File: config.mk
export PLATFORM = sky130hd
export DESIGN_NAME = wave_scan_ctrl
export DESIGN_NICKNAME = d
export VERILOG_FILES = /design/src/rtl/wave_scan_ctrl.sv
export SDC_FILE = /design/constraint.sdc
export NUM_CORES = 1
export LEC_CHECK = 0
export CORE_MARGIN = 4
export CORE_UTILIZATION = 60
export CTS_CLUSTER_DIAMETER = 60
export DETAILED_ROUTE_END_ITERATION = 8
export DONT_BUFFER_PORTS = 1
export PLACE_DENSITY = 0.79
export SYNTH_ARGS = -nofsm -noshare
export SYNTH_HDL_FRONTEND = slang
export SYNTH_SLANG_ARGS = --single-unit
File: constraint.sdc
create_clock -name clk -period 3.6 [get_ports clk]
set_input_delay 0.54 -clock clk [delete_from_list [all_inputs] [get_ports clk]]
set_output_delay 0.54 -clock clk [all_outputs]
set_load 0.03 [all_outputs]
File: src/rtl/wave_scan_ctrl.sv
// wave_scan_ctrl: display-side read sequencer for the
// 5-bank waveform persistence RAM (one scan per episode).
module wave_scan_ctrl #(
  parameter logic [10:0] WIN_X  = 11'd160,
  parameter logic [10:0] WIN_Y  = 11'd112,
  parameter int          WIN_W  = 320,
  parameter int          WIN_H  = 256,
  parameter int          RD_LAT = 1
) (
  input  logic        clk,
  input  logic        rst_n,
  input  logic        vid_vs,
  input  logic        vid_de,
  input  logic        db_show,
  output logic [13:0] raddr_out,
  output logic [4:0]  rden_out,
  output logic        frame_de_out,
  output logic        pix_valid,
  output logic        pix_in_win,
  output logic        scan_busy,
  output logic        frame_done
);

  typedef enum logic [2:0] {
    IDLE, WAIT_VS, SCAN, RELEASE, HOLD
  } state_t;

  state_t state, state_n;

  logic [10:0] h_cnt, v_cnt;
  logic        de_d;
  logic        de_fall;
  logic [11:0] hx, vy;
  logic [11:0] x_lo, x_hi, y_lo, y_hi;
  logic        in_win;
  logic        last_line;
  logic [8:0]  x;
  logic [7:0]  y;
  logic [7:0]  row;
  logic [4:0]  rd_n;
  logic [RD_LAT:0] pv_sr, pw_sr;

  assign de_fall = de_d && !vid_de;

  // 12-bit compare keeps WIN_X+WIN_W from wrapping
  assign hx   = {1'b0, h_cnt};
  assign vy   = {1'b0, v_cnt};
  assign x_lo = {1'b0, WIN_X};
  assign x_hi = x_lo + 12'(WIN_W);
  assign y_lo = {1'b0, WIN_Y};
  assign y_hi = y_lo + 12'(WIN_H);

  assign in_win = vid_de
               && hx >= x_lo && hx < x_hi
               && vy >= y_lo && vy < y_hi;

  assign last_line = de_fall
    && (v_cnt == WIN_Y + 11'(WIN_H - 1));

  assign x   = 9'(h_cnt - WIN_X);
  assign y   = 8'(v_cnt - WIN_Y);
  // top line of the window shows the highest code
  assign row = 8'd255 - y;

  assign rd_n = (state == SCAN && in_win)
              ? (5'd1 << x[8:6]) : 5'd0;

  always_comb begin
    state_n = state;
    unique case (state)
      IDLE:    if (db_show) state_n = WAIT_VS;
      WAIT_VS: begin
        if (!db_show)    state_n = IDLE;
        else if (vid_vs) state_n = SCAN;
      end
      SCAN:    if (last_line || vid_vs)
                 state_n = RELEASE;
      RELEASE: state_n = HOLD;
      HOLD:    if (!db_show) state_n = IDLE;
      default: state_n = IDLE;
    endcase
  end

  always_ff @(posedge clk) begin
    if (!rst_n) state <= IDLE;
    else        state <= state_n;
  end

  always_ff @(posedge clk) begin
    if (!rst_n) begin
      h_cnt        <= '0;
      v_cnt        <= '0;
      de_d         <= 1'b0;
      raddr_out    <= '0;
      rden_out     <= '0;
      pv_sr        <= '0;
      pw_sr        <= '0;
      frame_de_out <= 1'b0;
      scan_busy    <= 1'b0;
      frame_done   <= 1'b0;
    end else begin
      de_d <= vid_de;
      if (vid_de) h_cnt <= h_cnt + 11'd1;
      else        h_cnt <= '0;
      if (vid_vs)       v_cnt <= '0;
      else if (de_fall) v_cnt <= v_cnt + 11'd1;
      rden_out <= rd_n;
      if (rd_n != 5'd0)
        raddr_out <= {row, x[5:0]};
      pv_sr <= {pv_sr[RD_LAT-1:0], vid_de};
      pw_sr <= {pw_sr[RD_LAT-1:0], in_win};
      frame_de_out <= (state_n == SCAN);
      frame_done   <= (state_n == RELEASE);
      scan_busy    <= (state_n == WAIT_VS)
                   || (state_n == SCAN);
    end
  end

  assign pix_valid  = pv_sr[RD_LAT];
  assign pix_in_win = pw_sr[RD_LAT];

endmodule
==> impl_metrics.toml <==
[clocking]
clk-insertion-delay-late_ns = 0.30
maximum_count_of_clock_buffers_along_a_single_path = 2
clkTransAtPathRegs_ns = 0.08
hold_buffers = 0
clock_tree_from_tritoncts = "yes"
clock-sinks = 51
cts_setup_buffers = 0
cts_resized = 0
cts_root_buffer = "clkbuf_8"
htreeDepth = 2
cts_made_buffers = 5

[timing]
layout_worst_path_cycle_share_pct = 66.23
setup_viol_count_final = 0
actual_slew_at_the_worst_max_slew_pin_ns = 0.6454
hold_viol_final = 0
grt_setup_unrepaired = "false"
final.min_clock_period_ns = 2.384
timing.max_slew.rel_slack_pct = 56.82
worst_clock_skew_ns = 0.003844
timing.final.max_slew_violations = 0
final_total_negative_setup_slack_ns = 0
fmaxAchievable_ghz = 0.4194

[yosys]
synth_async_sr_flop_share_pct = 0
ys.warnings.count = 0
synth_seq_area_share_pct = 45.97
dominantRegCellSynth = "dfxtp_1"
post_synth_instance_area_um2 = 2221
ffs_latches_synth = 51
synthesis.instances = 246
net_count_synth = 259
ys_types = 39
syn_avg_cell_area_um2 = 9.028
synth-edff-count = 0

[worst_setup_path]
cp.required_ns = 3.83
worstPathMaxFanout = 7
crit_path_end_kind = "register"
timing_worst_setup_path_type = "reg2reg"
critPathArrivalTime_ns = 2.61
worst_setup_path_start_kind = "register"

[detailed_routing]
wire_per_inst_um = 14.27
dr.first_iter.drc_count = 195
via_count = 1581
final_antenna_net_count = 0
drt_wl_total_um = 4111
drt_pass1_iterations = 4
detail_route.drc_violations = 0
via_per_inst = 5.490

[pwr]
power.density_cell_area_nw_per_um2 = 389.1
netSwitchingFraction_pct = 20.78
p_int_uw = 707.3
share_seq_of_total_power_pct = 64.7
p_switching_uw = 185.6
total_power_uw = 892.9
max-vdd-ir-drop_v = 0.0002305
share_of_total_power_in_combinational_logic_pct = 2.4
leakage_uw = 0.0008471
clock_power_share_pct = 32.9

[finish]
most-common-layout-cells = "dfxtp_1, nor2_1, nand2_1"
number_of_fill_cells = 269
end_of_flow_core_utilization_pct = 66.67
post_route_cells_drive_above_1_share_pct = 4.545
area_growth_pct = 3.324
antennaDiodeCount = 0
layout_commonest_cell = "dfxtp_1"
num-nets-final = 256

[grt]
antenna_found_initial = 0
groute.usage.overall_pct = 19.00
grt_max_degree = 36
number_of_global_route_vias_before_repair = 1427
grt_pass1_wl_um = 6624
gr-total-overflow = 0

[floorplanning]
dieHeight_um = 68.84
fp-row-count = 21
floorplan.die.width_um = 68.84
starting_density_of_the_core_pct = 64.52
design.portCount = 29
placeableCoreArea_um2 = 3442
die-area_um2 = 4739

[job]
max_cap_viol_count = 0

[place]
gp_weighted_congestion = 0.8098
placement.io_buffers = 0
dpl.hpwl_um = 3051

[status]
status = "finished clean"

[hold_path]
min_path_type = "in2reg"
[layer usage]
metal,vias to the layer above,part of all wire (%),track usage (%)
met5,-,0,0
met4,0,1.5,7.299
met3,6,5.7,5.186
met2,41,43,28.10
met1,719,50,26.20
li1,815,-,-
[stage by stage]
| stage | instance area, µm² | instances | setup WS [ns] | hold WS [ns] |
|---|---|---|---|---|
| finish | 2295 | 288 | 1.216 | 0.3654 |
| global route | 2295 | 288 | 1.008 | 0.3463 |
| CTS | 2295 | 288 | 1.225 | 0.3554 |
| detailed placement | 2222 | 282 | 1.252 | 0.4241 |
| global placement | 2222 | 282 | 1.407 | 0.4228 |
| floorplan | 2221 | 246 | 1.731 | 0.4119 |
[synth_stat cells, types with 6 or more instances]
| library cell | number | share of area [%] |
|---|---|---|
| nor2_1 | 31 | 5.2 |
| mux2i_1 | 9 | 4.1 |
| nor3_1 | 9 | 2.0 |
| ha_1 | 8 | 4.5 |
| inv_1 | 7 | 1.2 |
| dfxtp_1 | 51 | 46 |
| nand2_1 | 28 | 4.7 |
| xor2_1 | 10 | 3.9 |
| clkbuf_1 | 8 | 1.4 |
| and3_1 | 6 | 1.7 |
| xnor2_1 | 14 | 5.5 |
| nand3_1 | 12 | 2.7 |
[cells by family after synthesis]
| logic type | count (synthesis) | synth area share, % |
|---|---|---|
| xor gates and xnor gates | 24 | 9.465 |
| muxes | 9 | 4.057 |
| AOI/OAI and AO/OA | 21 | 6.310 |
| adders and majority gates | 8 | 4.507 |
| and+or+nand+nor | 112 | 25.13 |
| DFF | 51 | 45.97 |
| buffers and inverters | 21 | 4.564 |
[worst paths after layout]
| check | start | to | slack, ns | cells after the start |
|---|---|---|---|---|
| max | h_cnt[5] | raddr_out[10] | 1.22 | 8 |
| max reg2reg | h_cnt[5] | raddr_out[10] | 1.22 | 8 |
| min reg2reg | pw_sr[0] | pw_sr[1] | 0.44 | 1 |
| min | rst_n | state[2] | 0.37 | 1 |
[power by group through the flow]
stage | combinational (µW) | sequential, µW | clock, µW
global placement | 20.8 | 591 | 0
finish | 21.6 | 578 | 294
floorplan | 22.4 | 589 | 0
CTS | 21.7 | 578 | 304
detailed placement | 21.5 | 591 | 0
global route | 24.3 | 579 | 327
[layout make-up]
cell class	count	area, µm²	share of cell area, %
Tap cell	46	57.56	2.508
Clock buffer	6	72.57	3.162
Sequential cell	51	1021	44.49
Multi-Input combinational cell	174	1099	47.87
Timing Repair Buffer	1	7.507	0.3272
Inverter	10	37.54	1.636
[worst max-delay path, cell delays in order, from the launching register on]
cell	delay [ns]
dfxtp_1	0.46
inv_1	0.07
ha_1	0.24
xor2_1	0.21
nand2_1	0.14
a21o_1	0.21
nor2_1	0.50
buf_4	0.28
mux2i_1	0.20
[sequential cells by signal (all words and copies together) (netlist names)]
name,count
h_cnt,11
rden_out,5
scan_busy,1
pw_sr,2
pv_sr,2
frame_done,1
state,3
v_cnt,11
frame_de_out,1
raddr_out,14
(Power assumes the default switching activity.)
==> RTL edit: new RTL, config.mk and constraints unchanged <==
Encoding of `state_t`: now one-hot (5 bits for 5 states).
--- a/src/rtl/wave_scan_ctrl.sv
+++ b/src/rtl/wave_scan_ctrl.sv
@@ -23,4 +23,4 @@
 
-  typedef enum logic [2:0] {
-    IDLE, WAIT_VS, SCAN, RELEASE, HOLD
+  typedef enum logic [4:0] {
+    IDLE = 5'b00001, WAIT_VS = 5'b00010, SCAN = 5'b00100, RELEASE = 5'b01000, HOLD = 5'b10000
   } state_t;
Function: no difference found for any inputs over 10 cycles, from zero or initial values and one cycle with rst_n low; not proved beyond that.
==> RTL edit against the unedited design <==
Critical path depth fell by 1. Area after synthesis rose by 9.1%. Sequential cell count rose by 2. Routed wire length rose by 2.9%. Sequential share of layout area fell by 2.6 points. Non-clock buffer count fell by 1. Final area rose by 10%. Total power rose by 16%. Maximum frequency rose by 6.8%. Largest cell class unchanged. Worst setup slack improved by 150 ps.
==> RTL edit: results (changes against the unedited design) <==
[pwr]
power_switching_mw=0.2188  ; was 0.1856 mW
powerComb_mw=0.0316  ; was 0.0216 mW
p_clk_frac=0.387  ; was 0.329
p_leak_nw=1.058  ; was 0.8471 nW
ir_drop_uv=290.6  ; was 230.5 uV

[placed_design]
hpwl_mm=3.128  ; was 3.051 mm
place_congestion=0.8437  ; was 0.8098
placed_cell_area_sq_um=2415  ; was 2222 sq um

[global_route]
antenna_found_initial=0  ; unchanged
use_met2=0.2776  ; was 0.2810
grt_pass1_vias=1581  ; was 1427
use_met1=0.2323  ; was 0.2620
grt_pass1_wl_mm=7.224  ; was 6.624 mm
grt_max_degree=42  ; was 36
met3_usage=0.04909  ; was 0.05186
grt_use_total=0.1748  ; was 0.1900

[setup_path]
crit_arrival_ps=2420  ; was 2610 ps
critPathLaunchType=flop  ; unchanged
path_max_fanout=11  ; was 7

[clock_tree]
clk_latency_ps=300  ; about the same
cts_resized=0  ; unchanged
h-tree-depth=2  ; unchanged
cts.clk_slew.worst_paths_ps=90
clk_path_buf_depth=2  ; unchanged

[final_layout]
fin_nets=276  ; was 256
num-fill-cells=297  ; was 269
drive_above_1_share=0.04924  ; was 0.04545
antenna_cells=0  ; unchanged

[yosys]
synth_commonest_cells=dfxtp_1 (53), nor2_1 (36), nand2_1 (32)  ; was dfxtp_1 (51), nor2_1 (31), nand2_1 (28)
async_flop_share=0  ; unchanged
synthTopCellsByArea=dfxtp_1 (44%), nor2_1 (5.6%), xor2_1 (5.1%)  ; was dfxtp_1 (46%), xnor2_1 (5.5%), nor2_1 (5.2%)
synth_flop_cell=dfxtp_1  ; unchanged
ys_warn_count=0  ; unchanged
synth-edff-count=0  ; unchanged
yosysSeqAreaShare=0.4378  ; was 0.4597
ys_types=41  ; was 39

[sta]
relSlewSlack=0.6402  ; was 0.5682
fin_worst_skew_ps=6.226  ; was 3.844 ps

[run_status]
status=complete, no violations  ; unchanged

[routing]
wirelength_mm=4.229  ; was 4.111 mm
viasPerCell=5.462  ; was 5.490
first_iter_violations=95  ; was 195
firstDrtPassIters=4  ; unchanged

[worst_hold_path]
hp-class=input port to flop  ; unchanged
worstHoldStart=db_show  ; was rst_n

## RTL edit: final timing paths
check	endpoint	slack (ps)	cells past startpoint
max	raddr_out[10]	1370	7
min reg2reg	pw_sr[1]	450	1
min	state[0]	330	1
max reg2reg	raddr_out[10]	1370	7
## RTL edit: area by class of cell
| class | instances | area share |
|---|---|---|
| well taps | 48 | 0.02374 |
| clock inverters | 3 | 0.01830 |
| flip-flops and latches | 53 | 0.4194 |
| multi-input cells | 192 | 0.4951 |
| clock buffers | 5 | 0.02720 |
| inverters | 11 | 0.01632 |
## RTL edit: critical path: stages (launching register included)
cell	delay (ps)
dfxtp_1	430
inv_1	90
ha_1	240
xor2_2	200
nand2_1	120
a21oi_1	470
nand2_2	350
mux2i_1	200
## RTL edit: logic make-up after synthesis
logic type                 after synthesis  synth area share
AOI/OAI and AO/OA                       22           0.07538
xor gates and xnor gates                26           0.09706
adders and majority gates                8           0.04130
buffers and inverters                   25           0.04543
DFF                                     53            0.4378
muxes                                   12           0.04956
and+or+nand+nor                        124            0.2535
## RTL edit: metrics by stage
| step | worst slack [ps] | cells | utilization | power, mW |
|---|---|---|---|---|
| 2_1_floorplan | 1740 | 270 | - | 0.6449 |
| 3_3_place_gp | 1487 | 304 | 0.6403 | 0.6451 |
| 3_5_place_dp | 1374 | 304 | 0.6403 | 0.6459 |
| 4_1_cts | 1366 | 312 | 0.6709 | 1.041 |
| 5_1_grt | 1201 | 312 | 0.6709 | 1.070 |
| 6_report | 1367 | 312 | 0.6709 | 1.032 |
## RTL edit: per-layer routing
metal | share of wire | up-vias
met5 | 0 | -
met1 | 0.47 | 779
met2 | 0.46 | 32
met3 | 0.058 | 5
met4 | 0.011 | 0
li1 | - | 888
